===== src/rtl/output_buffer_drain_pkg.sv =====
// Shared definitions for the output-buffer drain block.
//   - Default sizing for the buffer (DATA_W / ADDR_W / DEPTH).
//   - Drain FSM state encoding.
//   - bfp32 zero word, used when an entry is scrubbed after being read.
package output_buffer_drain_pkg;

  localparam int DATA_W_DEF = 32;
  localparam int ADDR_W_DEF = 4;
  localparam int DEPTH_DEF  = 16;

  localparam logic [31:0] BFP32_ZERO = 32'h0000_0000;

  typedef enum logic [1:0] {
    IDLE = 2'd0,
    LOAD = 2'd1,
    SEND = 2'd2,
    FIN  = 2'd3
  } drain_state_e;

endpackage


===== src/rtl/output_buffer_drain_if.sv =====
// Read-back stream from the output buffer to the host/DMA side.
//   rd_valid : beat valid (source)
//   rd_ready : consumer accepts beat (sink)
//   rd_data  : beat data (source)
//   rd_addr  : buffer address of the beat (source)
//   rd_last  : final beat of the drain (source)
// Handshake: a beat transfers on a rising edge where rd_valid && rd_ready.
// Once rd_valid is high, rd_data/rd_addr/rd_last are held stable until that
// transfer; rd_ready while rd_valid is low has no effect.
interface output_buffer_drain_if
  import output_buffer_drain_pkg::*;
#(
  parameter int DATA_W = DATA_W_DEF,
  parameter int ADDR_W = ADDR_W_DEF
) ();

  logic              rd_valid;
  logic              rd_ready;
  logic [DATA_W-1:0] rd_data;
  logic [ADDR_W-1:0] rd_addr;
  logic              rd_last;

  modport master (
    output rd_valid,
    output rd_data,
    output rd_addr,
    output rd_last,
    input  rd_ready
  );

  modport slave (
    input  rd_valid,
    input  rd_data,
    input  rd_addr,
    input  rd_last,
    output rd_ready
  );

endinterface


===== src/rtl/output_buffer_drain_regfile.sv =====
// outbuf_regfile: 1-write / 1-read register file with per-entry written flags.
// Ports:
//   clk, rst     : clock, async active-high reset (clears entry_valid only)
//   wr_en/addr/data : write port from the accumulator, never stalled
//   raddr, rdata : combinational read; a same-cycle write to raddr is
//                  forwarded so the reader sees the new data
//   clr_en/addr  : scrub one entry (zero data, clear flag); a coincident
//                  write to the same entry takes priority
//   entry_valid  : per-entry written flag
module outbuf_regfile
  import output_buffer_drain_pkg::*;
#(
  parameter int DATA_W = DATA_W_DEF,
  parameter int ADDR_W = ADDR_W_DEF,
  parameter int DEPTH  = DEPTH_DEF
) (
  input  logic              clk,
  input  logic              rst,
  input  logic              wr_en,
  input  logic [ADDR_W-1:0] wr_addr,
  input  logic [DATA_W-1:0] wr_data,
  input  logic [ADDR_W-1:0] raddr,
  output logic [DATA_W-1:0] rdata,
  input  logic              clr_en,
  input  logic [ADDR_W-1:0] clr_addr,
  output logic [DEPTH-1:0]  entry_valid
);

  logic [DATA_W-1:0] mem [DEPTH];

  // Contents survive reset; only the written flags are cleared.
  always_ff @(posedge clk) begin
    for (int i = 0; i < DEPTH; i++) begin
      if (wr_en && wr_addr == ADDR_W'(i)) begin
        mem[i] <= wr_data;
      end else if (clr_en && clr_addr == ADDR_W'(i)) begin
        mem[i] <= DATA_W'(BFP32_ZERO);
      end
    end
  end

  always_ff @(posedge clk or posedge rst) begin
    if (rst) begin
      entry_valid <= '0;
    end else begin
      for (int i = 0; i < DEPTH; i++) begin
        if (wr_en && wr_addr == ADDR_W'(i)) begin
          entry_valid[i] <= 1'b1;
        end else if (clr_en && clr_addr == ADDR_W'(i)) begin
          entry_valid[i] <= 1'b0;
        end
      end
    end
  end

  assign rdata = (wr_en && wr_addr == raddr) ? wr_data : mem[raddr];

endmodule


===== src/rtl/output_buffer_drain.sv =====
// output_buffer_drain: captures accumulator writes into a DEPTH x DATA_W
// buffer and streams a requested window of entries to the host/DMA side.
// Ports:
//   clk, rst                 : clock, async active-high reset
//   output_buffer_enable/addr, output_data : accumulator write port
//   drain_start/addr/len     : drain request (len 0..DEPTH, larger clamps)
//   rd                       : read-back stream (output_buffer_drain_if.master)
//   busy                     : drain in progress
//   done                     : one-cycle pulse at drain completion
//   entry_valid              : per-entry written flag
//   state_dbg                : drain FSM state
// Build option: define OUTBUF_CLEAR_ON_READ_EN to make drains destructive
// (each accepted beat zeroes its entry and clears its written flag).
// Each beat costs two cycles: LOAD registers the entry, SEND holds it until
// the consumer accepts. DEPTH must equal 2**ADDR_W so the pointer wraps
// naturally.
module output_buffer_drain
  import output_buffer_drain_pkg::*;
#(
  parameter int DATA_W = DATA_W_DEF,
  parameter int ADDR_W = ADDR_W_DEF,
  parameter int DEPTH  = DEPTH_DEF
) (
  input  logic                 clk,
  input  logic                 rst,
  input  logic                 output_buffer_enable,
  input  logic [ADDR_W-1:0]    output_buffer_addr,
  input  logic [DATA_W-1:0]    output_data,
  input  logic                 drain_start,
  input  logic [ADDR_W-1:0]    drain_addr,
  input  logic [ADDR_W:0]      drain_len,
  output_buffer_drain_if.master rd,
  output logic                 busy,
  output logic                 done,
  output logic [DEPTH-1:0]     entry_valid,
  output drain_state_e         state_dbg
);

  localparam logic [ADDR_W:0] DEPTH_LEN = (ADDR_W+1)'(DEPTH);

  drain_state_e      state, state_d;
  logic [ADDR_W-1:0] ptr;
  logic [ADDR_W:0]   remaining;
  logic [ADDR_W:0]   len_clamped;
  logic              rd_valid_q;
  logic [DATA_W-1:0] rd_data_q;
  logic [ADDR_W-1:0] rd_addr_q;
  logic              rd_last_q;
  logic              start_ok;
  logic              hs;
  logic              clr_en;
  logic [DATA_W-1:0] rf_rdata;

  assign len_clamped = (drain_len > DEPTH_LEN) ? DEPTH_LEN : drain_len;

  always_comb begin
    state_d  = state;
    start_ok = 1'b0;
    hs       = 1'b0;
    case (state)
      IDLE: begin
        if (drain_start) begin
          start_ok = 1'b1;
          state_d  = (len_clamped == '0) ? FIN : LOAD;
        end
      end
      LOAD: state_d = SEND;
      SEND: begin
        // rd_valid is always high here, so rd_ready alone completes the beat.
        if (rd.rd_ready) begin
          hs      = 1'b1;
          state_d = rd_last_q ? FIN : LOAD;
        end
      end
      FIN:     state_d = IDLE;
      default: state_d = IDLE;
    endcase
  end

  always_ff @(posedge clk or posedge rst) begin
    if (rst) begin
      state      <= IDLE;
      ptr        <= '0;
      remaining  <= '0;
      rd_valid_q <= 1'b0;
      rd_data_q  <= '0;
      rd_addr_q  <= '0;
      rd_last_q  <= 1'b0;
    end else begin
      state <= state_d;
      if (start_ok) begin
        ptr       <= drain_addr;
        remaining <= len_clamped;
      end
      if (state == LOAD) begin
        rd_data_q  <= rf_rdata;
        rd_addr_q  <= ptr;
        rd_last_q  <= (remaining == (ADDR_W+1)'(1));
        rd_valid_q <= 1'b1;
      end
      if (hs) begin
        ptr        <= ptr + 1'b1;
        remaining  <= remaining - 1'b1;
        rd_valid_q <= 1'b0;
      end
    end
  end

`ifdef OUTBUF_CLEAR_ON_READ_EN
  assign clr_en = hs;
`else
  assign clr_en = 1'b0;
`endif

  outbuf_regfile #(
    .DATA_W(DATA_W),
    .ADDR_W(ADDR_W),
    .DEPTH (DEPTH)
  ) u_regfile (
    .clk        (clk),
    .rst        (rst),
    .wr_en      (output_buffer_enable),
    .wr_addr    (output_buffer_addr),
    .wr_data    (output_data),
    .raddr      (ptr),
    .rdata      (rf_rdata),
    .clr_en     (clr_en),
    .clr_addr   (rd_addr_q),
    .entry_valid(entry_valid)
  );

  assign rd.rd_valid = rd_valid_q;
  assign rd.rd_data  = rd_data_q;
  assign rd.rd_addr  = rd_addr_q;
  assign rd.rd_last  = rd_last_q;
  assign busy        = (state != IDLE);
  assign done        = (state == FIN);
  assign state_dbg   = state;

endmodule

===== src/flat_wrapper.sv =====
// flat-port wrapper written by rule: the top's interface ports become plain ports
module output_buffer_drain_flat import output_buffer_drain_pkg::*;
#(
  parameter int DATA_W = DATA_W_DEF,
  parameter int ADDR_W = ADDR_W_DEF,
  parameter int DEPTH  = DEPTH_DEF
)
  (clk, rst, output_buffer_enable, output_buffer_addr, output_data, drain_start, drain_addr, drain_len, busy, done, entry_valid, state_dbg, rd_rd_valid, rd_rd_data, rd_rd_addr, rd_rd_last, rd_rd_ready);
  output_buffer_drain_if #(.DATA_W(DATA_W), .ADDR_W(ADDR_W)) rd_i ();
  input  logic clk;
  input  logic rst;
  input  logic output_buffer_enable;
  input  logic [ADDR_W-1:0] output_buffer_addr;
  input  logic [DATA_W-1:0] output_data;
  input  logic drain_start;
  input  logic [ADDR_W-1:0] drain_addr;
  input  logic [ADDR_W:0] drain_len;
  output logic busy;
  output logic done;
  output logic [DEPTH-1:0] entry_valid;
  output drain_state_e state_dbg;
  output wire logic [$bits(rd_i.rd_valid)-1:0] rd_rd_valid;
  output wire logic [$bits(rd_i.rd_data)-1:0] rd_rd_data;
  output wire logic [$bits(rd_i.rd_addr)-1:0] rd_rd_addr;
  output wire logic [$bits(rd_i.rd_last)-1:0] rd_rd_last;
  input wire logic [$bits(rd_i.rd_ready)-1:0] rd_rd_ready;
  assign rd_rd_valid = rd_i.rd_valid;
  assign rd_rd_data = rd_i.rd_data;
  assign rd_rd_addr = rd_i.rd_addr;
  assign rd_rd_last = rd_i.rd_last;
  assign rd_i.rd_ready = rd_rd_ready;
  output_buffer_drain #(.DATA_W(DATA_W), .ADDR_W(ADDR_W), .DEPTH(DEPTH)) u_core (.clk(clk), .rst(rst), .output_buffer_enable(output_buffer_enable), .output_buffer_addr(output_buffer_addr), .output_data(output_data), .drain_start(drain_start), .drain_addr(drain_addr), .drain_len(drain_len), .rd(rd_i), .busy(busy), .done(done), .entry_valid(entry_valid), .state_dbg(state_dbg));
endmodule

===== config.mk =====
export PLATFORM = sky130hd
export DESIGN_NAME = output_buffer_drain_flat
export DESIGN_NICKNAME = d
export VERILOG_FILES = /design/src/rtl/output_buffer_drain_pkg.sv /design/src/rtl/output_buffer_drain_if.sv /design/src/rtl/output_buffer_drain_regfile.sv /design/src/rtl/output_buffer_drain.sv /design/src/flat_wrapper.sv
export SDC_FILE = /design/constraint.sdc
export NUM_CORES = 1
export LEC_CHECK = 0
export CAP_MARGIN = 20
export CORE_MARGIN = 8
export CORE_UTILIZATION = 57
export CTS_BUF_LIST = sky130_fd_sc_hd__clkbuf_8
export CTS_CLUSTER_DIAMETER = 80
export DETAILED_ROUTE_END_ITERATION = 12
export GPL_TIMING_DRIVEN = 0
export PLACE_DENSITY = 0.75
export REMOVE_ABC_BUFFERS = 1
export SETUP_SLACK_MARGIN = 0.1
export SYNTH_ARGS = -nofsm -noshare
export SYNTH_HDL_FRONTEND = slang
export SYNTH_SLANG_ARGS = --single-unit

===== constraint.sdc =====
create_clock -name clk -period 3.9 [get_ports clk]
set_clock_uncertainty 0.1 [all_clocks]
set_input_delay 0.39 -clock clk [delete_from_list [all_inputs] [get_ports clk]]
set_output_delay 0.39 -clock clk [all_outputs]
set_load 0.03 [all_outputs]

=== After elaboration in Yosys (flattened, before gate mapping) ===
Memory sizes are Yosys's and may differ from the RTL's.
Index checks and enable logic that the tools add are counted.
W data, S select, Z words.

* Flip-flop bits (word level): 65
* Bits in writable memories: 512
* Bits of input ports: 50
* Output and inout bits: 58
* Logic and storage cells: 182
* Memories: 1

* $add $sub $neg: 2
* Order comparisons: 1
* Eq/ne operators: 22
* Muxes and demuxes: 94
* Reductions and logical operators: 39

{| class="wikitable"
|+ Memory list
! name !! words !! bits a word !! rd ports !! clocked after Yosys merged registers in !! wr ports !! line !! RTL
|-
| u_core.u_regfile.mem || 16 || 32 || 1 || 0 || 1 || output_buffer_drain_regfile.sv:29 || <nowiki>logic [DATA_W-1:0] mem [DEPTH];</nowiki>
|}

{| class="wikitable"
|+ Operators by type and width
! kind !! count
|-
| $mux W32 || 16
|-
| $reduce_or A32 Y1 || 15
|-
| $mux W4 || 17
|-
| $mux W1 || 53
|-
| $eq A4 B4 Y1 const B || 8
|-
| $logic_and A1 B1 Y1 || 17
|-
| $eq A4 B3 Y1 const B || 4
|-
| $mux W5 || 3
|-
| $eq A4 B2 Y1 const B || 2
|-
| $mux W2 || 4
|-
| $pmux W2 S4 || 1
|-
| $reduce_bool A2 Y1 || 3
|-
| $eq A5 B1 Y1 const B || 1
|-
| $gt A5 B5 Y1 const B || 1
|-
| $logic_not A5 Y1 || 1
|-
| $sub A5 B1 Y5 const B || 1
|-
| $add A4 B1 Y4 const B || 1
|-
| $eq A2 B2 Y1 const B || 2
|-
| $eq A4 B1 Y1 const B || 1
|-
| $eq A4 B4 Y1 || 1
|-
| $logic_not A4 Y1 || 1
|-
| $ne A2 B2 Y1 const B || 2
|-
| $eq A2 B1 Y1 const B || 1
|-
| $logic_not A2 Y1 || 1
|-
| $reduce_and A2 Y1 || 1
|}

=== Logic depth before layout (Yosys ltp) ===
* Depth in word-level cells: 20
* Gate-level depth with buffers: 8
* Mapped depth without buffers: 5

=== Hierarchy ===
Synthesis repeated with hierarchy kept, for this count alone.

* Cell total of the unflattened synthesis: 1,715
* Area total of the unflattened synthesis: 26,016.2 um^2

{| class="wikitable"
|+ By module, submodules not included
! module !! times used !! cells an instance !! area an instance (um^2) !! sequential area each (um^2)
|-
| outbuf_regfile || 1 || 1,556 || 23,871.6 || 15,454.8
|-
| output_buffer_drain || 1 || 159 || 2,144.6 || 1,226.2
|}

=== Worst setup path after synthesis ===
Ideal clock, no wire load.

* Path type: input to register
* From: in output_buffer_addr[2]
* To: mem u_core.u_regfile.mem[0][0] (netlist name) (enable)
* Library setup time: 0.463 ns
* Data arrival time: 3.139 ns
* Data required time: 3.337 ns
* Setup slack: 0.199 ns
* Stages on the path: 2
* Buffers on the path: 0
* Cells stage by stage: or3b_2 > nor3_1

* Cells in the longest elaborated chain, start to end: 20
* Elaborated cells between the ends (all ways): 109
* Classes of those cells: 15 x eq/ne; 62 x mux; 32 x reduce/logical

{| class="wikitable"
|+ RTL lines
! what !! line !! RTL
|-
| from (decl) || flat_wrapper.sv:13 || <nowiki>input logic [ADDR_W-1:0] output_buffer_addr;</nowiki>
|-
| $eq A4 B1 Y1 || output_buffer_drain_regfile.sv:34 || <nowiki>if (wr_en && wr_addr == ADDR_W'(i)) begin</nowiki>
|-
| $logic_and A1 B1 Y1 || output_buffer_drain_regfile.sv:34 ||
|-
| $mux W1 || output_buffer_drain_regfile.sv:34 ||
|-
| $mux W1 (implied by the code) || output_buffer_drain_regfile.sv:35 || <nowiki>mem[i] <= wr_data;</nowiki>
|-
| $reduce_or A32 Y1 (no line) || n/a ||
|-
| $mux W4 (no line) or $mux W1 (tied branches) (15 in a row) || n/a ||
|-
| to (decl) || output_buffer_drain_regfile.sv:29 ||
|}

Parallel ways exist; a longest one is shown, timed or not.

=== Worst setup path in the final report ===
* From: reg u_core.ptr[0]
* To: reg u_core.rd_data_q[25], in the netlist u_core.rd.rd_data[25]

* Cells in the longest elaborated chain, start to end: 3
* Elaborated cells between the ends (all ways): 4
* Classes of those cells: 1 x eq/ne; 1 x mux; 1 x reduce/logical; 1 x memory

{| class="wikitable"
|+ RTL lines
! what !! line !! RTL
|-
| from (decl) || output_buffer_drain.sv:42 || <nowiki>logic [ADDR_W-1:0] ptr;</nowiki>
|-
| from (signal assigned) || output_buffer_drain.sv:92 || <nowiki>ptr <= drain_addr;</nowiki>
|-
| from (signal assigned) || output_buffer_drain.sv:102 || <nowiki>ptr <= ptr + 1'b1;</nowiki>
|-
| parallel branches: the longest is 2 deep, another holds $mem_v2 Z16 W32 || n/a ||
|-
| $mux W32 * || output_buffer_drain_regfile.sv:56 || <nowiki>assign rdata = (wr_en && wr_addr == raddr) ? wr_data : mem[raddr];</nowiki>
|-
| to (signal assigned) || output_buffer_drain.sv:96 || <nowiki>rd_data_q <= rf_rdata;</nowiki>
|-
| to (decl) || output_buffer_drain.sv:46 || <nowiki>logic [DATA_W-1:0] rd_data_q;</nowiki>
|}

Mark *: on every way between the ends.
A chain may end at the register's enable or synchronous reset.

==> summary.txt <==
Logic synthesis
  • Post-synthesis share of cell area spent on full adders, half adders and majority gates: 0.001674
  • Flops & latches, synth: 577
  • Post-Synth XOR/XNOR Area: 0.001563
  • Mean Syn Cell Area: 19.91 um^2
  • Multiplexer share of the synthesized area: 0.1382
  • Top FF cell, synth: edfxtp_1
  • Synth Area in Simple Gates: 0.03494
  • Largest family of logic cells by synthesized area: multiplexers
  • Seq/Total Area, Yosys: 0.7584
  • Library cells used by synthesis: 47
  • Post-synth EDFFs: 512
  • Post-synth ARST share: 0.1127
  • Post-synthesis compound-gate area fraction: 0.04588
  • Cell Area, Synth: 0.02242 mm^2
  • Cells after Synth: 1126
  • Synth warn: 0

Worst setup path
  • Reg2reg start: u_core.ptr[0]
  • WP data arrival: 3.99 ns
  • Critical Path Start Type: register
  • Worst path top cell family by delay: flip-flops
  • Worst Setup SP: u_core.ptr[0]
  • Worst-path cell chain: buf_16, xnor2_1, nand2_2, o21a_2, buf_12, a221o_1
  • Crit path kind: reg -> reg
  • CP Max Fanout: 45
  • Slowest cell on crit path: dfrtp_4
  • Crit path required time: 4.30 ns
  • Crit path buf inv count: 2
  • CP Capture Type: register
  • Worst stage delay on the critical path: 0.96 ns

Cells and area
  • Area Growth Syn to Fin: 17.34%
  • Layout cells sized above 1: 0.2401
  • Commonest non-fill, non-tap cell in the layout: edfxtp_1
  • Layout Cells excl Fill: 1889
  • Most frequent cells in the layout: 512 x edfxtp_1, 107 x clkdlybuf4s50_1, 104 x mux4_2, 99 x clkbuf_8, 61 x dfrtp_1
  • Nets: 1348

Global route
  • Vias in the first global route: 12.18k
  • Antenna violations before repair: 4
  • Global-route wire length before repair: 74640 um
  • Total GRT Usage: 0.2156
  • GRT overflow: 0
  • Largest net degree at the start of global routing: 62

Die
  • Die Width: 214.3 um
  • Core area: 0.03874 mm^2
  • Die Height: 214.3 um
  • Rows: 72
  • Starting Density: 0.5787
  • Die footprint: 0.04593 mm^2
  • I/O pin cnt: 108

Placement
  • Hpwl dp: 28450 um
  • Port buffer count: 107
  • Inst Count DP: 1720
  • GPL Wtd Cong: 0.7586

CTS
  • Num CTS Buffers: 89
  • Clk sinks: 577
  • Post CTS Setup Buffer Count: 0
  • CTS max path bufs: 3
  • Clock root buffer: clkbuf_8
  • H-tree levels: 3
  • CTS tree: yes
  • Register clock-pin slew on the reported worst setup and hold paths: 0.07 ns
  • Clock Latency Late Sink: 0.64 ns

STA
  • WHS: 0.2537 ns
  • Unrepaired setup endpoints after global routing: false
  • Max Slew Vio Count: 0
  • Period utilization: 0.9190
  • Max transition margin: 0.3033
  • Highest Clock Rate: 279.0 MHz
  • Slew @ Worst Pin: 1.043 ns
  • Minimum clock period: 3.584 ns
  • Final setup vio count: 0
  • Final Hold Vio Count: 0

Hold path
  • HP Start: drain_addr[2]
  • HP Class: in -> reg

Drt
  • Antenna Violating Nets Remaining: 0
  • Avg Vias per Cell: 6.163
  • Total number of vias: 11.64k
  • Initial DRC count: 1335
  • DR pass1 iterations: 5
  • DRC violations left: 0
  • DRT Wirelength: 49320 um
  • WL/cell: 26.11 um

Run
  • MaxCap Viol Count: 0

Power and ir drop
  • Power Density: 669.7 mW/mm^2
  • P_leak: 8.869 nW
  • VDD IR max: 0.4507 mV

Outcome
  • Outcome: complete, no violations
==> power by group <==
part | switching, mW | internal (mW) | total, mW | leakage, nW
Clock | 2.27 | 2.60 | 4.86 | 0.998
Sequential | 0.591 | 7.13 | 7.72 | 5.36
Combinational | 2.60 | 2.43 | 5.03 | 2.51
Total | 5.46 | 12.2 | 17.6 | 8.87
==> layout make-up <==
cell class                      instances  area (um^2)
Clock buffer                           99         1363
Timing Repair Buffer                  147         1760
Fill cell                            2470        12430
Multi-Input combinational cell        475         5119
Tap cell                              518        648.1
Clock inverter                         67        376.6
Inverter                                5        21.27
Sequential cell                       577        17010
Antenna cell                            1        2.502
==> final timing paths <==
check	to	slack (ns)	cells past startpoint
worst min-delay path	u_core.ptr[2]	0.25	3
worst max register to register	u_core.rd.rd_data[25]	0.32	6
min in group asynchronous	u_core.u_regfile.entry_valid[13]	0.54	3
worst max-delay path	u_core.rd.rd_data[25]	0.32	6
max in group asynchronous	u_core.ptr[1]	2.54	4
worst min register to register	u_core.u_regfile.entry_valid[5]	0.36	1
==> cells in the mapped netlist (2+ instances only) <==
master | n | share of area
a21oi_1 | 5 | 0.0011
a22oi_1 | 19 | 0.0064
mux2i_1 | 47 | 0.021
a221oi_1 | 23 | 0.0090
nor3_1 | 6 | 0.0013
o211ai_1 | 2 | 0.00067
nor2_1 | 19 | 0.0032
and2_1 | 12 | 0.0033
nand2_1 | 53 | 0.0089
o41ai_1 | 23 | 0.0090
inv_1 | 5 | 0.00084
edfxtp_1 | 512 | 0.69
a311oi_1 | 3 | 0.0012
nand3_1 | 4 | 0.00089
a31oi_1 | 24 | 0.0067
mux4_2 | 104 | 0.10
nor2b_1 | 4 | 0.0011
o21ai_0 | 4 | 0.00089
or2_2 | 17 | 0.0047
buf_6 | 8 | 0.0040
a221o_1 | 9 | 0.0040
mux2_2 | 23 | 0.012
buf_1 | 4 | 0.00067
buf_4 | 12 | 0.0040
nand3b_1 | 3 | 0.0010
dfrtp_1 | 65 | 0.073
o21ai_1 | 23 | 0.0051
clkbuf_1 | 24 | 0.0040
ha_1 | 3 | 0.0017
a21o_1 | 2 | 0.00067
buf_2 | 19 | 0.0042
xnor2_1 | 4 | 0.0016
nand2b_1 | 27 | 0.0075
==> kinds of logic after synthesis <==
| logic type | after synthesis |
|---|---|
| AOI/OAI and AO/OA | 140 |
| DFF | 577 |
| adders and majority gates | 3 |
| buffers and inverters | 74 |
| xor gates and xnor gates | 4 |
| and+or+nand+nor | 153 |
| muxes | 175 |
==> stage by stage <==
step	util	setup WS, ns	area (um^2)	total power, mW	TNS, ns
global route	0.6790	0.2340	26300	18.37	0
finish	0.6790	0.3157	26300	17.61	0
global placement	0.6124	-5.845	23720	12.89	-983.38
floorplan	-	-1.916	22000	11.31	-61.59
detailed placement	0.6333	0.1043	24530	12.87	0
CTS	0.6787	0.3539	26290	17.74	0
==> registers in the layout, summed over array words and instances, names as in the netlist <==
register,cells
u_core.ptr,4
u_core.rd.rd_addr,4
u_core.rd.rd_data,32
u_core.rd.rd_last,1
u_core.rd.rd_valid,1
u_core.remaining,5
u_core.state_dbg,2
u_core.u_regfile.entry_valid,16
u_core.u_regfile.mem,512
==> worst reg2reg max path, stage by stage (launching register included) <==
cell and delay (ns):
dfrtp_4 0.96, buf_16 0.37, xnor2_1 0.24, nand2_2 0.57, o21a_2 0.62, buf_12 0.24, a221o_1 0.36
==> metal layers <==
metal | vias to the layer above | GRT usage | routed length [um]
li1 | 4975 | - | -
met1 | 6071 | 0.3017 | 20860
met2 | 519 | 0.3341 | 23500
met3 | 71 | 0.05444 | 4082
met4 | 6 | 0.06627 | 834
met5 | - | 0 | 35
==> repair_timing <==
item | CTS | global route
setup endpoints to repair | 2 | 0
gates resized for setup | 1 | 0
hold endpoints to repair | 17 | 0
hold buffers | 1 | 0
Note: power is estimated with default switching activity, not from simulation.
==> RTL edit: new RTL, same flow settings <==
Add a define of `OUTBUF_CLEAR_ON_READ_EN`.
--- a/src/rtl/output_buffer_drain.sv
+++ b/src/rtl/output_buffer_drain.sv
@@ -16,2 +16,4 @@
 // naturally.
+`define OUTBUF_CLEAR_ON_READ_EN
+
 module output_buffer_drain
Function: changed (a bounded check fails within 4 cycles, from zero or initial values and one cycle with rst high).
==> RTL edit against the unedited design <==
Final area increased by 15%. Total power increased by 9.6%. Sequential cell count unchanged. Routed wire length increased by 39%. Worst setup slack got worse by 0.15 ns. Non-clock buffer count decreased by 2. Combinational power increased by 26%. Area after synthesis increased by 18%. Highest routed layer unchanged.
==> RTL edit: results (changes against the unedited design) <==
The run finished with clean final reports. The number of vias per cell came out at 6.20 (+0.56%). The average size of a mapped cell is 13.9 sq um (-30%).

The number of placed instances with taps included came to 2481 (+44%). The switching power of the nets came out at 6.45 mW (+18%). The maximum net fanout on the critical path came to 54 (+20%). The arrival time at the worst endpoint came out at 4.17 ns (+0.18 ns). The number of cells upsized or downsized after cts is 0 (-1). The delay of the slowest cell on the worst path came out at 1.00 ns (+0.04 ns). The routed wire length per instance is 25.8 um (-1.1%).

The final total power came out at 19.3 mW (+9.6%). The number of violations reported at the end of detailed-routing iteration 0 is 1698 (+27%). The via count of the first global-routing pass is 16800 (+38%). The depth of the worst register-to-register path is 5 (-1). The latest clock arrival within the worst-skew pair came to 0.67 ns (+0.03 ns).

The final net count came out at 2020 (+50%). The layout filler cell count is 3350 (+36%). The number of antenna violations at the first check in global routing came to 3 (-1). The number of synthesized flops with an enable pin came out at 480 (-6.3%). The number of buffers created by CTS came out at 90 (+1.1%). The count of distinct cell types in the synthesized netlist is 54 (+15%). The portion of total power attributed to combinational logic came out at 32.8% (+4.3 points). The relative area change from synthesis to final layout is 14.6%. The pin count of the biggest net entering global routing came out at 64 (+3.2%). The final HPWL from detailed placement is 40200 um (+41%). The routability congestion estimate from global placement is 0.812 (+7.1%).

The minimum setup slack after placement came to 0.200 ns (+0.0957 ns). The global routing met2 resource utilization came out at 42.9% (+9.5 points). The leakage dissipation came out at 10.6 nW (+20%). The count of vias placed by the detailed router is 16400 (+41%). The overall routing resource usage is 25.4% (+3.8 points). The standard cell area after detailed placement is 0.0285 sq mm (+16%).

The count of TritonRoute iterations in the first routing pass is 5 (unchanged). The first-pass GRT wire length was 101000 um (+36%). The fraction of power consumed by the clock network came out at 24.7% (-2.9 points). The fraction of met1 tracks used by global routing came out at 31.6% (+1.5 points). Sorting the synthesized cells by how often they occur yields sky130_fd_sc_hd__edfxtp_1, sky130_fd_sc_hd__and2_1, sky130_fd_sc_hd__nor2b_1. On the critical path the largest part of the delay comes from compound AO/OA/AOI/OAI gates. The headroom to the max-slew limit is 24.5% (-5.8 points).
-- RTL edit: kinds of logic (layout without fill, tap and decap cells) --
family | after synthesis | in the layout | share of synthesized area (%)
AND/OR/NAND/NOR | 793 | 793 | 17.2
flip-flops | 577 | 577 | 63.3
multiplexers | 178 | 178 | 11.6
AO/OA/AOI/OAI | 170 | 170 | 4.66
buffers and inverters | 167 | 317 | 2.92
XOR/XNOR | 4 | 4 | 0.161
adder cells (fa/ha/maj) | 3 | 3 | 0.142
other | 0 | 1 | 0
-- RTL edit: path summary, 6_finish.rpt --
check / start / to / slack (ns)
worst min register to register: u_core.u_regfile.mem[8][27] / u_core.u_regfile.mem[8][27] / 0.35
max in group asynchronous: rst / u_core.ptr[1] / 2.55
worst max-delay path: u_core.ptr[3] / u_core.rd.rd_data[0] / 0.17
worst min-delay path: drain_addr[1] / u_core.ptr[1] / 0.22
worst max register to register: u_core.ptr[3] / u_core.rd.rd_data[0] / 0.17
min in group asynchronous: rst / u_core.rd.rd_data[29] / 0.53
-- RTL edit: cell type report --
| class | instances | share of cell area, % |
|---|---|---|
| clock buffers | 103 | 4.69 |
| flip-flops and latches | 577 | 55.2 |
| repair buffers | 145 | 6.45 |
| diodes | 1 | 0.00828 |
| inverters | 5 | 0.0704 |
| well taps | 607 | 2.51 |
| multi-input cells | 1148 | 30.2 |
| clock inverters | 64 | 0.878 |
-- RTL edit: layer usage --
metal | part of all wire [%] | up-vias
met3 | 9.4 | 173
met4 | 3.7 | 2
li1 | - | 7050
met5 | 0.018 | -
met2 | 50 | 880
met1 | 37 | 8319
